==> src/rtl/booth_pkg.sv <==
// booth_pkg: shared FSM state, widths and timing constants for the Booth operand feeder.
package booth_pkg;
  typedef enum logic [1:0] {IDLE, ISSUE, BUSY} state_t;
  localparam int OPW_DEFAULT = 4;
  localparam int BOOTH_LATENCY = 5;
  localparam int WD_LIMIT = 15;
endpackage

==> src/rtl/booth_op_fifo.sv <==
// booth_op_fifo: circular operand FIFO with wrap-around pointers and an occupancy count.
module booth_op_fifo #(
  parameter int DEPTH = 4,
  parameter int W = 8
) (
  input  logic                     clk,
  input  logic                     rst,
  input  logic                     push,
  input  logic                     pop,
  input  logic [W-1:0]             din,
  output logic [W-1:0]             dout,
  output logic                     full,
  output logic                     empty,
  output logic [$clog2(DEPTH):0]   count
);
  localparam int AW = $clog2(DEPTH);
  logic [W-1:0] mem [DEPTH];
  logic [AW-1:0] wr_ptr, rd_ptr;
  logic do_push, do_pop;
  assign do_push = push && !full;
  assign do_pop = pop && !empty;
  assign full = count == (AW + 1)'(DEPTH);
  assign empty = count == '0;
  assign dout = mem[rd_ptr];
  always_ff @(posedge clk)
    if (do_push) mem[wr_ptr] <= din;
  always_ff @(posedge clk or negedge rst)
    if (!rst) begin
      wr_ptr <= '0;
      rd_ptr <= '0;
      count <= '0;
    end else begin
      if (do_push) wr_ptr <= wr_ptr + 1'b1;
      if (do_pop) rd_ptr <= rd_ptr + 1'b1;
      count <= (do_push && !do_pop) ? count + 1'b1 : (do_pop && !do_push) ? count - 1'b1 : count;
    end
endmodule

==> src/rtl/booth_operand_feeder.sv <==
// booth_operand_feeder: queues signed operand pairs and issues them one at a time to the Booth multiplier.
// Optional watchdog with err output when BOOTH_FEEDER_TIMEOUT_EN is defined.
module booth_operand_feeder
  import booth_pkg::*;
#(
  parameter int DEPTH = 4,
  parameter int OPW = OPW_DEFAULT
) (
  input  logic             clk,
  input  logic             rst,
  input  logic             in_valid,
  output logic             in_ready,
  input  logic [OPW-1:0]   in_x,
  input  logic [OPW-1:0]   in_y,
  output logic             mul_start,
  output logic [OPW-1:0]   mul_x,
  output logic [OPW-1:0]   mul_y,
  input  logic             mul_valid,
  input  logic [2*OPW-1:0] mul_z,
  output logic             out_valid,
  input  logic             out_ready,
  output logic [2*OPW-1:0] out_z,
  output logic             busy
`ifdef BOOTH_FEEDER_TIMEOUT_EN
  ,output logic            err
`endif
);
  state_t state, state_nx;
  logic [2*OPW-1:0] head;
  logic [$clog2(DEPTH):0] count;
  logic full, empty, pop, capture, timeout;
  booth_op_fifo #(.DEPTH(DEPTH), .W(2*OPW)) u_fifo (
    .clk, .rst, .push(in_valid && in_ready), .pop, .din({in_x, in_y}),
    .dout(head), .full, .empty, .count
  );
  assign in_ready = !full;
  // issue only when the result slot is guaranteed free by the time the product lands
  assign pop = state == IDLE && !empty && (!out_valid || out_ready);
  assign capture = state == BUSY && mul_valid;
`ifdef BOOTH_FEEDER_TIMEOUT_EN
  logic [3:0] wd;
  assign timeout = state == BUSY && !mul_valid && wd == 4'(WD_LIMIT - 1);
  always_ff @(posedge clk or negedge rst)
    if (!rst) begin
      wd <= '0;
      err <= 1'b0;
    end else begin
      wd <= state == BUSY ? wd + 1'b1 : '0;
      err <= timeout;
    end
`else
  assign timeout = 1'b0;
`endif
  always_ff @(posedge clk or negedge rst)
    if (!rst) state <= IDLE;
    else state <= state_nx;
  always_comb
    state_nx = (state == IDLE && pop) ? ISSUE :
               state == ISSUE ? BUSY :
               (state == BUSY && (capture || timeout)) ? IDLE : state;
  always_comb begin
    mul_start = state == ISSUE;
    busy = state != IDLE || count != '0;
  end
  always_ff @(posedge clk or negedge rst)
    if (!rst) begin
      mul_x <= '0;
      mul_y <= '0;
      out_valid <= 1'b0;
      out_z <= '0;
    end else begin
      if (pop) {mul_x, mul_y} <= head;
      if (capture) out_z <= mul_z;
      out_valid <= capture || (out_valid && !out_ready);
    end
endmodule

==> config.mk <==
export PLATFORM = sky130hd
export DESIGN_NAME = booth_operand_feeder
export DESIGN_NICKNAME = d
export VERILOG_FILES = /design/src/rtl/booth_pkg.sv /design/src/rtl/booth_op_fifo.sv /design/src/rtl/booth_operand_feeder.sv
export SDC_FILE = /design/constraint.sdc
export NUM_CORES = 1
export LEC_CHECK = 0
export BUFFER_PORTS_ARGS = -buffer_cell sky130_fd_sc_hd__buf_2
export CAP_MARGIN = 30
export CORE_MARGIN = 2
export CORE_UTILIZATION = 40
export CTS_BUF_LIST = sky130_fd_sc_hd__clkbuf_2 sky130_fd_sc_hd__clkbuf_4 sky130_fd_sc_hd__clkbuf_8
export CTS_CLUSTER_DIAMETER = 40
export DETAILED_ROUTE_END_ITERATION = 7
export HOLD_SLACK_MARGIN = 0.1
export PLACE_DENSITY_LB_ADDON = 0.08
export SLEW_MARGIN = 0
export SYNTH_ARGS = -nofsm -noshare
export SYNTH_HDL_FRONTEND = slang
export SYNTH_SLANG_ARGS = --single-unit
==> constraint.sdc <==
create_clock -name clk -period 2.4 [get_ports clk]
set_input_delay 0.12 -clock clk [delete_from_list [all_inputs] [get_ports clk]]
set_output_delay 0.12 -clock clk [all_outputs]
set_load 0.005 [all_outputs]
# After elaboration in Yosys (flattened, before gate mapping)
# Memory sizes are Yosys's and may differ from the RTL's. A register that Yosys moved wholly into a read port is not among the register bits.
# Cells that the tools add are included.
# totals
in_bits,21
mem_count,1
ram_bits,32
regBits,18
elab_cells,48
# memory_table
memory,words,word_bits,rd,rd_ports_with_merged_regs,wr,line,source
u_fifo.mem,4,8,1,1,1,booth_op_fifo.sv:17,logic [W-1:0] mem [DEPTH];
# classes
mux,7
eq_ne,3
reduce_logical,27
addsub,4
# ops
cell,n
$logic_and 1x1->1,11
$logic_not 1->1,7
$mux 2,3
$mux 3,2
$reduce_bool 3->1,2
$add 2x1->2 const B,2
$reduce_bool 2->1,2
$add 3x1->3 const B,1
$eq 3x3->1 const B,1
$logic_not 3->1,1
$logic_or 1x1->1,3
$sub 3x1->3 const B,1
$eq 2x1->1 const B,1
$eq 2x2->1 const B,1
$logic_not 2->1,1
$mux 1,2

# Logic depth before layout (Yosys ltp)
# Gate-level depths: netlist of the first run.
# logic_depth
ltp_word,8
mapped_depth,9

# Hierarchy
# A second synthesis of the first run with hierarchy kept.
# hier_totals
hier_cells,128
area_unflattened_um2,2368.5
# modules_own_cells
mod,area_per_inst_um2,instances,cells_per_inst
booth_op_fifo,1589.0,1,77
booth_operand_feeder,779.5,1,51

# Worst setup path before layout of the first run
# Ideal clock, no wire load.
# synth_path
kind,flip-flop to flip-flop
start,register u_fifo.count[2]
end,register u_fifo.count[2]
path_slack_ns,0.322
arrival_ns,1.999
required_time_ns,2.321
path_buffers,1
setup_ns,0.079
path_stages_with_launch,10
path_cell_list,dfrtp_1 -> or3_4 -> nand3_2 -> buf_12 -> ha_1 -> inv_1 -> fa_1 -> xor2_1 -> nor2_1 -> xor2_1
# synth_between
elab_chain_cells,8
# synth_lines
item,line,source
"start, declared",booth_op_fifo.sv:14,output logic [$clog2(DEPTH):0] count
"start signal, assigned",booth_op_fifo.sv:35,count <= (do_push && !do_pop) ? count + 1'b1 : (do_pop && !do_push) ? count - 1'b1 : count;
branches (longest 8 deep; another with $sub 3x1->3),-,
# Parallel ways; which one is timed is not known. The select of a mux whose other input is x is not followed.
# A chain may end at the register's enable or synchronous reset.

# Worst setup path after layout of the first run
# Same ends and word-level chain as after synthesis.

==> summary.txt, run 1 <==
Worst hold path
  – Hold path cells: 3
  – Hold endpoint: out_valid$_DFF_PN0_
  – Hold Crit Class: in2reg
  – Hold path start: out_ready

CTS
  – CTS tree: built
  – H-tree depth: 3
  – Root Driver: clkbuf_8
  – Clock buffer depth: 2
  – CTS Buf Count: 9
  – Setup bufs post-CTS: 0
  – Worst-Skew Late Latency: 0.32 ns
  – Clock slew at reported path FFs: 0.06 ns
  – Cts repair resizes: 0
  – Count of clock tree sinks: 58
  – Hold buffer count at cts: 18

Detailed routing
  – Final routed DRC violation total: 0
  – Routed vias: 1267
  – Routed wire per std cell: ~15 um
  – Post-Route WL: 4038 um
  – Antenna Nets Post-Route: 0
  – 1st-pass router iterations: 4
  – Via-to-Cell Ratio: around 4.7
  – Iter 0 DRT Violations: 35

GRT
  – Vias in the first global route: 1338
  – Antenna violations before repair: 0
  – Met1 GRT Util: between 10% and 20%
  – GRT met2 Usage: roughly 23%
  – Grt ovf: 0
  – All-layer global routing usage: about 14%
  – Largest net degree at the start of global routing: 27
  – Gr busiest metal: met2
  – Grt met3 use: 3.034%
  – Global-route wire length before repair: between 6000 and 7000 um

Logic synthesis
  – Avg Cell Area, Syn: 18.94 um^2
  – Synth top area share: 41.25%
  – Number of synthesized flops with an enable pin: 32
  – Ys flop type: edfxtp_1
  – Xor/xnor share of the synthesized area: 2.256%
  – Mapped Cells: 123
  – Mux share of post-synthesis cell area: around 18%
  – Post-synthesis cell type with the largest combined area: edfxtp_1
  – Synth Area in Compound Gates: 0.8056%
  – Mapped Nets: 150
  – Post-Synth Simple-Gate Area: around 4.5%
  – Synth Register Bits: 58
  – Seq/Total Area, Yosys: 69.17%
  – Combinational family with the most area after synthesis: multiplexers
  – Largest cells by area after synthesis: edfxtp_1 (41%), dfrtp_1 (28%), mux4_2 (7.7%)
  – Synth unique cells: 24
  – Ys async rst share: 44.83%
  – Ys Warns: 0
  – Mapped Area: approximately 0.0023 mm^2
  – Synth Area in Adders: ~3.5%

Power
  – Sequential Power Share: 43.8%
  – Gate power share: 30.4%
  – Net Sw Power: 1.078 mW
  – Clk pwr share: 25.8%
  – Lkg Pwr: 1.251 nW
  – Maximum VDD drop: about 0.52 mV
  – Final Power: 3.785 mW
  – Sw Share: 28.47%
  – Pwr/cell area: 1266 mW/mm^2
  – P_int: approximately 2.7 mW

Die
  – IO Pins: 41
  – Core area: between 0.005 and 0.006 mm^2
  – Rows: 27
  – Die Footprint: between 0.006 and 0.007 mm^2
  – Die width: 80.32 um
  – Chip height: 80.32 um
  – Initial Utilization: 41.80%

Critical path
  – Crit path required time: 2.64 ns
  – Reg2Reg Depth: 8
  – Critical path's top delay family: simple AND/OR/NAND/NOR gates
  – Most common cell on crit path: xor2_1
  – Slowest-stage cell, CP: dfrtp_1
  – Reg2Reg Setup Slack: 0.35 ns
  – Crit-path max cell delay: 0.43 ns
  – Crit. path cell count: 8
  – Startpoint types: register
  – Worst r2r src: u_fifo.count[2]$_DFFE_PN0P_
  – Worst path bufs/invs: 1
  – Worst Setup End Kind: register
  – CP Class: reg2reg
  – Critical Path AT: 2.29 ns
  – Crit-path cells: or3_4 -> nand3_2 -> ha_1 -> inv_1 -> fa_1 -> xor2_1 -> nor2_1 -> xor2_1
  – Crit Path Max Fanout: 4
  – Setup crit start: u_fifo.count[2]$_DFFE_PN0P_
  – Critical R2R Capture: u_fifo.count[2]$_DFFE_PN0P_

Placed design
  – HPWL Detailed: 2617 um
  – Placer Congestion: a little under 0.7
  – # port buffers: 40

Final layout
  – Sequential cell area: 0.001612 mm^2
  – Layout Nets: ~220
  – Multi-input gate area: approximately 670 um^2
  – Antenna cell count: 0
  – # fillers: a little under 500
  – Syn-to-layout area delta: 28.36%
  – Layout cell share with drive strength beyond 1: 44.10%

STA
  – Final Hold Fails: 0
  – Fin crit share: a little under nine tenths
  – Max frequency: between 400 and 500 MHz
  – Final Max Slew Viols: 0
  – Unrepaired setup endpoints after global routing: no
  – Setup tns final: 0 ns
  – Finish-stage setup viols: 0
  – Tmin final: approximately 2.1 ns
  – Setup Skew: 0.004415 ns
  – Tightest Pin Transition: 0.6274 ns
  – Worst slew margin: about three fifths

Outcome
  – Status: finished, final reports clean

Job
  – Max_cap viols: 0
==> cell families after synthesis <==
family	count (synthesis)
compound gates	2
xor+xnor	6
fa+ha+maj	6
buf+inv	7
flops	58
mux	26
simple gates	18
==> worst max path at each step <==
stage,end
6_report,u_fifo.count[2]$_DFFE_PN0P_
5_1_grt,u_fifo.count[2]$_DFFE_PN0P_
4_1_cts,u_fifo.count[2]$_DFFE_PN0P_
3_5_place_dp,u_fifo.count[2]$_DFFE_PN0P_
3_3_place_gp,u_fifo.count[2]$_DFFE_PN0P_
2_1_floorplan,u_fifo.count[2]$_DFFE_PN0P_
==> tightest hold or removal path, delay by kind of cell <==
family,cells,cell delay [ns]
simple gates,2,0.23
buf+inv,1,0.07
==> cells in the mapped netlist (2+ instances only) <==
library cell and instances:
inv_1 4, and2_1 4, nor2_1 3, mux2_2 11, ha_1 5, xnor2_1 4
mux2_4 7, edfxtp_1 32, dfrtp_1 26, nand2_1 4, mux4_2 8, xor2_1 2
nand2b_1 2
==> power groups by stage <==
| stage | Clock [mW] | Sequential (mW) | Combinational (mW) |
|---|---|---|---|
| after floorplan | 0 | 1.59 | 0.902 |
| after detailed placement | 0 | 1.69 | 1.16 |
| after global placement | 0 | 1.66 | 1.11 |
| final | 0.976 | 1.66 | 1.15 |
| after global routing | 1.05 | 1.71 | 1.27 |
| after CTS | 1.00 | 1.67 | 1.18 |
==> stage by stage <==
step           instances  hold WS [ns]  utilization, %  worst slack, ns  area, um^2
2_1_floorplan        123       -0.1756               -           0.3218        2330
3_3_place_gp         233        0.1624           46.51           0.4415        2592
3_5_place_dp         233        0.1609           46.51           0.3480        2592
4_1_cts              267        0.1336           53.65           0.3340        2990
5_1_grt              267        0.1680           53.65           0.2077        2990
6_report             267        0.1492           53.65           0.3461        2990
==> sequential cells by signal, summed over array words and instances, names as in the netlist <==
register / count
mul_x: 4
mul_y: 4
out_z: 8
u_fifo.wr_ptr: 2
out_valid: 1
u_fifo.rd_ptr: 2
u_fifo.count: 3
state: 2
u_fifo.mem: 32
==> cell type report <==
cell class | instances | share of cell area (%)
clock inverter | 6 | 2.678
multi-input combinational | 58 | 22.34
timing repair buffer | 59 | 12.97
tap | 72 | 3.013
clock buffer | 10 | 4.603
inverter | 4 | 0.5021
sequential | 58 | 53.89
==> placed cells by master (no fill, tap or decap), types with 4 or more instances in the layout <==
cell type	netlist	final
and2_1	4	4
buf_2	0	40
clkbuf_8	0	10
clkinv_2	0	4
dfrtp_1	26	26
dlygate4sd3_1	0	18
edfxtp_1	32	32
ha_1	5	5
inv_1	4	4
mux2_2	11	11
mux2_4	7	7
mux4_2	8	8
nand2_1	4	4
xnor2_1	4	4
==> per-layer routing <==
metal,part of all wire [%],vias up
li1,-,587
met1,44,642
met2,51,34
met3,4.5,4
met4,0.89,0
met5,0,-
(Power assumes the default switching activity.)
==> run 2, diff against run 1 <==
==> constraint.sdc (replaced) <==
create_clock -name clk -period 2.4 [get_ports clk]
set_input_delay 0.36 -clock clk [delete_from_list [all_inputs] [get_ports clk]]
set_output_delay 0.36 -clock clk [all_outputs]
set_load 0.005 [all_outputs]
==> run 2 against run 1 <==
  * First-iteration DRC count is 54% higher
  * Routed wire length is 5.9% lower
  * Utilization is 2.7 points lower
  * Via count is 6.0% lower
  * Sequential share of layout area is 2.9 points higher
  * Design area is 5.1% lower
  * Hold slack better by 0.087 ns
  * Clock skew is 0.0042 ns higher
  * Worst setup slack better by 0.035 ns
  * Sequential power hardly changed
  * Largest cell class unchanged
  * Non-clock buffer count is 17 lower
  * Power is 1.5% higher
==> summary.txt, run 2 (synthesis results as in run 1) <==
Final layout
  – Layout Nets: 200 (-7.8%)
  – Largest Register: u_fifo.mem
  – Largest register FFs: 32 (unchanged)
  – Syn-to-layout area delta: 21.86%
  – Most common cell after layout, fill and taps aside: buf_2
  – Layout cell share with drive strength beyond 1: 48.31% (+4.2 points)
  – Top flop regs: u_fifo.mem x32, out_z x8
  – # fillers: 475 (-3.1%)
  – Commonest cells after routing, fill and taps aside: buf_2 (40), edfxtp_1 (32), dfrtp_1 (26), mux2_2 (11), clkbuf_8 (9)
  – Sequential cell area: 0.001612 mm^2 (unchanged)
  – Antenna cell count: 0 (unchanged)
  – Multi-input gate area: 668.1 um^2 (unchanged)

Detailed routing
  – Iter 0 DRT Violations: 54 (+54%)
  – Routed vias: 1191 (-6.0%)
  – Antenna Nets Post-Route: 0 (unchanged)
  – Via-to-Cell Ratio: 4.764 (+0.39%)
  – Post-Route WL: 3799 um (-5.9%)
  – Routed wire per std cell: 15.20 um (+0.48%)
  – Final routed DRC violation total: 0 (unchanged)
  – 1st-pass router iterations: 4 (unchanged)

CTS
  – Clock slew at reported path FFs: 0.06 ns (about the same)
  – Cts repair resizes: 0 (unchanged)
  – Worst-Skew Late Latency: 0.33 ns (about the same)
  – Count of clock tree sinks: 58 (unchanged)
  – CTS Buf Count: 9 (unchanged)
  – Root Driver: clkbuf_8
  – Clock buffer depth: 2 (unchanged)
  – CTS tree: built
  – H-tree depth: 3 (unchanged)

Placed design
  – Dpl ws: 0.3944 ns (+0.04637 ns)
  – Placer Congestion: 0.6468 (-4.8%)
  – HPWL Detailed: 2595 um (-0.83%)
  – # port buffers: 40 (unchanged)

STA
  – Final setup margin: 0.3816 ns (+0.03546 ns)
  – Worst slew margin: 58.01% (-0.16 points)
  – Hold WS: 0.2364 ns (+0.08723 ns)
  – Max frequency: 495.4 MHz (+1.8%)
  – Tightest Pin Transition: 0.6298 ns (+0.002459 ns)
  – Setup Skew: 0.008565 ns (+0.004151 ns)
  – Unrepaired setup endpoints after global routing: no
  – Final Hold Fails: 0 (unchanged)
  – Fin crit share: 84.10% (-1.5 points)
  – Tmin final: 2.018 ns (-0.03546 ns)
  – Final Max Slew Viols: 0 (unchanged)
  – Setup tns final: 0 ns (unchanged)
  – Finish-stage setup viols: 0 (unchanged)

Critical path
  – Startpoint types: register
  – Worst Setup End Kind: register
  – CP Class: reg2reg
  – Crit Path Max Fanout: 4 (unchanged)
  – Critical Path AT: 2.27 ns (-0.02 ns)
  – Crit path required time: 2.66 ns (+0.02 ns)
  – Reg2Reg Depth: 8 (unchanged)
  – Reg2Reg Setup Slack: 0.38 ns (+0.04 ns)
  – Worst r2r src: u_fifo.count[2]$_DFFE_PN0P_
  – Critical R2R Capture: u_fifo.count[2]$_DFFE_PN0P_

Worst hold path
  – Hold Crit Class: in2reg
  – Hold path start: in_y[0]
  – Hold endpoint: u_fifo.mem[0][0]$_DFFE_PP_
  – Hold path cells: 1 (-2)

Die
  – Rows: 27 (unchanged)
  – Core area: 0.005574 mm^2 (unchanged)
  – Die width: 80.32 um (unchanged)
  – Die Footprint: 0.006451 mm^2 (unchanged)
  – IO Pins: 41 (unchanged)
  – Initial Utilization: 41.80% (unchanged)
  – Chip height: 80.32 um (unchanged)

Power
  – Sequential Power Share: 43.1% (-0.7 points)
  – Gate power share: 29.2% (-1.2 points)
  – Pwr/cell area: 1353 mW/mm^2 (+6.9%)
  – Sw Share: 27.63% (-0.84 points)
  – Maximum VDD drop: 0.5767 mV (+10%)
  – Net Sw Power: 1.061 mW (-1.5%)
  – P_int: 2.780 mW (+2.7%)
  – Clk pwr share: 27.7% (+1.9 points)
  – Lkg Pwr: 1.188 nW (-5.1%)

GRT
  – Global-route wire length before repair: 6078 um (-4.6%)
  – Vias in the first global route: 1243 (-7.1%)
  – Grt ovf: 0 (unchanged)
  – Antenna violations before repair: 0 (unchanged)
  – All-layer global routing usage: 13.72% (-0.22 points)
  – Largest net degree at the start of global routing: 27 (unchanged)

Outcome
  – Status: finished, final reports clean

Job
  – Max_cap viols: 0 (unchanged)
-- run 2: worst max-delay path by stage --
stage                                            from                     endpoint  cells past startpoint
final                     u_fifo.count[2]$_DFFE_PN0P_  u_fifo.count[2]$_DFFE_PN0P_                      8
after global routing      u_fifo.count[0]$_DFFE_PN0P_  u_fifo.count[2]$_DFFE_PN0P_                      8
after CTS                 u_fifo.count[0]$_DFFE_PN0P_  u_fifo.count[2]$_DFFE_PN0P_                      8
after detailed placement  u_fifo.count[0]$_DFFE_PN0P_  u_fifo.count[2]$_DFFE_PN0P_                      8
after global placement    u_fifo.count[2]$_DFFE_PN0P_  u_fifo.count[2]$_DFFE_PN0P_                      8
after floorplan           u_fifo.count[2]$_DFFE_PN0P_  u_fifo.count[2]$_DFFE_PN0P_                      9
-- run 2: layout make-up --
type,instances,area share [%]
Sequential cell,58,56.77
Multi-Input combinational cell,58,23.53
Timing Repair Buffer,42,7.669
Clock buffer,10,4.628
Clock inverter,6,3.702
Tap cell,72,3.173
Inverter,4,0.5289
-- run 2: worst max-delay path, cell delays in order, from the launching register on --
cell and delay, ns:
dfrtp_1 0.42, or3_4 0.42, nand3_2 0.08, ha_1 0.18
inv_1 0.06, fa_1 0.37, xor2_1 0.15, nor2_1 0.11
xor2_1 0.16
-- run 2: metal layers --
metal | vias up | global-route usage [%] | wire length (um) | share of wire [%]
li1 | 554 | - | - | -
met1 | 587 | 15.59 | 1626 | 43
met2 | 39 | 22.33 | 1861 | 49
met3 | 11 | 4.045 | 197 | 5.2
met4 | 0 | 9.153 | 114 | 3.0
met5 | - | 0 | 0 | 0
-- run 2: per-stage QoR --
stage / cell area (um^2) / utilization (%) / power [mW] / cells
finish: 2839 / 50.93 / 3.841 / 250
global route: 2839 / 50.93 / 4.099 / 250
CTS: 2839 / 50.93 / 3.913 / 250
detailed placement: 2592 / 46.51 / 2.840 / 233
global placement: 2592 / 46.51 / 2.764 / 233
floorplan: 2330 / - / 2.487 / 123
-- run 2: power by group through the flow --
| stage | Combinational, mW | Clock (mW) | Sequential [mW] |
|---|---|---|---|
| after floorplan | 0.902 | 0 | 1.59 |
| after global placement | 1.11 | 0 | 1.66 |
| after detailed placement | 1.15 | 0 | 1.69 |
| after CTS | 1.16 | 1.09 | 1.67 |
| after global routing | 1.25 | 1.14 | 1.70 |
| final | 1.12 | 1.06 | 1.66 |
-- run 2: what timing repair did --
action                                  4_1_cts  5_1_grt
hold buffers                                  1        0
endpoints found under the hold margin        26        0
setup buffers                                 0        0
endpoints found under the setup margin        0        0
==> run 3, diff against run 2 <==
- clock period: 2.4 -> 2.05 ns (I/O delays scaled with it)
==> run 3 against run 2 <==
  * Routed wire length grew 1.7%
  * Die area is the same
  * Clock power shrank 6%
  * Sequential power grew 12%
  * Design area grew 0.88%
  * Sequential share of layout area shrank 0.50 points
  * Power grew 14%
  * First-iteration DRC count grew 13%
  * Fmax grew 5.0%
  * Critical endpoint unchanged
==> summary.txt, run 3 (synthesis results as in run 1) <==
Outcome
  – Status: finished, final reports clean

Detailed routing
  – Routed vias: 1203 (+1.0%)
  – Iter 0 DRT Violations: 61 (+13%)
  – Antenna Nets Post-Route: 0 (unchanged)
  – Routed wire per std cell: 15.03 um (-1.1%)
  – 1st-pass router iterations: 4 (unchanged)
  – Final routed DRC violation total: 0 (unchanged)
  – Via-to-Cell Ratio: 4.681 (-1.7%)
  – Post-Route WL: 3863 um (+1.7%)

Final layout
  – Largest Register: u_fifo.mem
  – Antenna cell count: 0 (unchanged)
  – Design area: 0.002864 mm^2 (+0.88%)
  – Top flop regs: u_fifo.mem x32, out_z x8
  – Syn-to-layout area delta: 22.93%
  – Fin cells: 257 (+2.8%)
  – Largest register FFs: 32 (unchanged)
  – # fillers: 483 (+1.7%)
  – Commonest cells after routing, fill and taps aside: buf_2 (40), edfxtp_1 (32), dfrtp_1 (26), mux2_2 (11), clkbuf_8 (9)
  – Layout Nets: 207 (+3.5%)
  – Layout cell share with drive strength beyond 1: 50.27% (+2.0 points)
  – Most common cell after layout, fill and taps aside: buf_2

Critical path
  – Reg2Reg Depth: 8 (unchanged)
  – Worst r2r src: u_fifo.count[1]$_DFFE_PN0P_
  – Crit-path cells: or3_4 -> nand3_4 -> ha_4 -> inv_1 -> fa_1 -> xor2_1 -> nor2_1 -> xor2_1
  – Startpoint types: register
  – Crit path required time: 2.29 ns (-0.37 ns)
  – Slowest-stage cell, CP: or3_4
  – Critical Path End: u_fifo.count[2]$_DFFE_PN0P_
  – Critical Path AT: 2.17 ns (-0.10 ns)
  – CP Class: reg2reg
  – Reg2Reg Setup Slack: 0.13 ns (-0.25 ns)
  – Most common cell on crit path: xor2_1
  – Crit Path Max Fanout: 3 (-1)
  – Critical R2R Capture: u_fifo.count[2]$_DFFE_PN0P_
  – Worst Setup End Kind: register
  – Crit-path max cell delay: 0.41 ns (about the same)
  – Setup crit start: u_fifo.count[1]$_DFFE_PN0P_

Job
  – Max_cap viols: 0 (unchanged)

Power
  – Pwr/cell area: 1528 mW/mm^2 (+13%)
  – Lkg Pwr: 1.200 nW (+1.1%)
  – Final Power: 4.375 mW (+14%)
  – Maximum VDD drop: 0.8717 mV (+51%)

Placed design
  – # port buffers: 40 (unchanged)
  – Placed Cells incl. Taps: 237 (+1.7%)
  – Placer Congestion: 0.7143 (+10%)
  – HPWL Detailed: 2659 um (+2.5%)
  – Placed Area: 0.002643 mm^2 (+1.9%)

Die
  – Chip height: 80.32 um (unchanged)
  – Core area: 0.005574 mm^2 (unchanged)
  – Die width: 80.32 um (unchanged)
  – IO Pins: 41 (unchanged)
  – Die Footprint: 0.006451 mm^2 (unchanged)
  – Rows: 27 (unchanged)
  – Initial Utilization: 41.80% (unchanged)

GRT
  – Largest net degree at the start of global routing: 27 (unchanged)
  – Vias in the first global route: 1273 (+2.4%)
  – Antenna violations before repair: 0 (unchanged)
  – Grt ovf: 0 (unchanged)
  – All-layer global routing usage: 13.69% (-0.034 points)
  – Global-route wire length before repair: 6216 um (+2.3%)

CTS
  – H-tree depth: 3 (unchanged)
  – Cts repair resizes: 0 (unchanged)
  – CTS tree: built
  – Root Driver: clkbuf_8
  – Clock slew at reported path FFs: 0.07 ns (about the same)
  – Worst-Skew Late Latency: 0.33 ns (about the same)
  – Count of clock tree sinks: 58 (unchanged)
  – Clock buffer depth: 2 (unchanged)
  – CTS Buf Count: 9 (unchanged)

Worst hold path
  – Hold Crit Class: in2reg

STA
  – Fin crit share: 93.76% (+9.7 points)
  – Final Max Slew Viols: 0 (unchanged)
  – Max frequency: 520.3 MHz (+5.0%)
  – Setup Skew: 0.01187 ns (+0.003305 ns)
  – Final Hold Fails: 0 (unchanged)
  – Tightest Pin Transition: 0.5922 ns (-0.03760 ns)
  – Unrepaired setup endpoints after global routing: no
  – Finish-stage setup viols: 0 (unchanged)
  – Setup tns final: 0 ns (unchanged)
  – Tmin final: 1.922 ns (-0.09637 ns)
  – Worst slew margin: 60.52% (+2.5 points)
==> run 3: how the worst min path moves through the flow <==
stage | from | to | slack [ns] | cells past startpoint
finish | in_y[1] | u_fifo.mem[3][1]$_DFFE_PP_ | 0.19 | 1
global route | in_x[1] | u_fifo.mem[1][5]$_DFFE_PP_ | 0.19 | 1
CTS | in_y[1] | u_fifo.mem[3][1]$_DFFE_PP_ | 0.18 | 1
detailed placement | rst | out_z[5]$_DFFE_PN0P_ | 0.36 | 1
global placement | rst | out_z[3]$_DFFE_PN0P_ | 0.35 | 1
floorplan | rst | mul_x[0]$_DFFE_PN0N_ | 0.01 | 0
==> run 3: final cells by class <==
cell class | count | area, um^2 | area share, %
timing repair buffer | 49 | 270.3 | 9.436
sequential | 58 | 1612 | 56.27
multi-input combinational | 58 | 688.2 | 24.03
clock buffer | 10 | 131.4 | 4.587
inverter | 4 | 15.01 | 0.5242
tap | 72 | 90.09 | 3.145
clock inverter | 6 | 57.56 | 2.010
==> run 3: power breakdown <==
| part | leakage [nW] | internal [mW] | switching [mW] | total (mW) |
|---|---|---|---|---|
| Combinational | 0.500 | 0.892 | 0.628 | 1.52 |
| Clock | 0.101 | 0.566 | 0.431 | 0.996 |
| Sequential | 0.599 | 1.65 | 0.208 | 1.86 |
==> run 3: per-stage QoR <==
stage          utilization [%]  hold slack [ns]  setup WS [ns]
3_5_place_dp             47.41           0.3555        0.05767
4_1_cts                  50.98           0.1794        0.04432
6_report                 51.38           0.1928         0.1280
3_3_place_gp             47.41           0.3517         0.1249
5_1_grt                  51.38           0.1867        0.01792
2_1_floorplan                -          0.01191        0.01587
==> run 3: critical path: cells and delay by family (launching register included) <==
family	cells	cell delay (ns)
and+or+nand+nor	3	0.63
adders and majority gates	2	0.50
DFF	1	0.37
xor gates and xnor gates	2	0.30
buffers and inverters	1	0.05
==> run 3: metal layers <==
metal	track usage (%)	wire, um
met1	16.45	1705
met2	22.00	1897
met3	3.708	189
met4	8.136	70
met5	0	0
==> run 3: what timing repair did <==
item,in CTS,in global routing
hold buffers,1,0
hold endpoints to repair,26,0
endpoints found under the setup margin,0,1
setup buffers,0,3
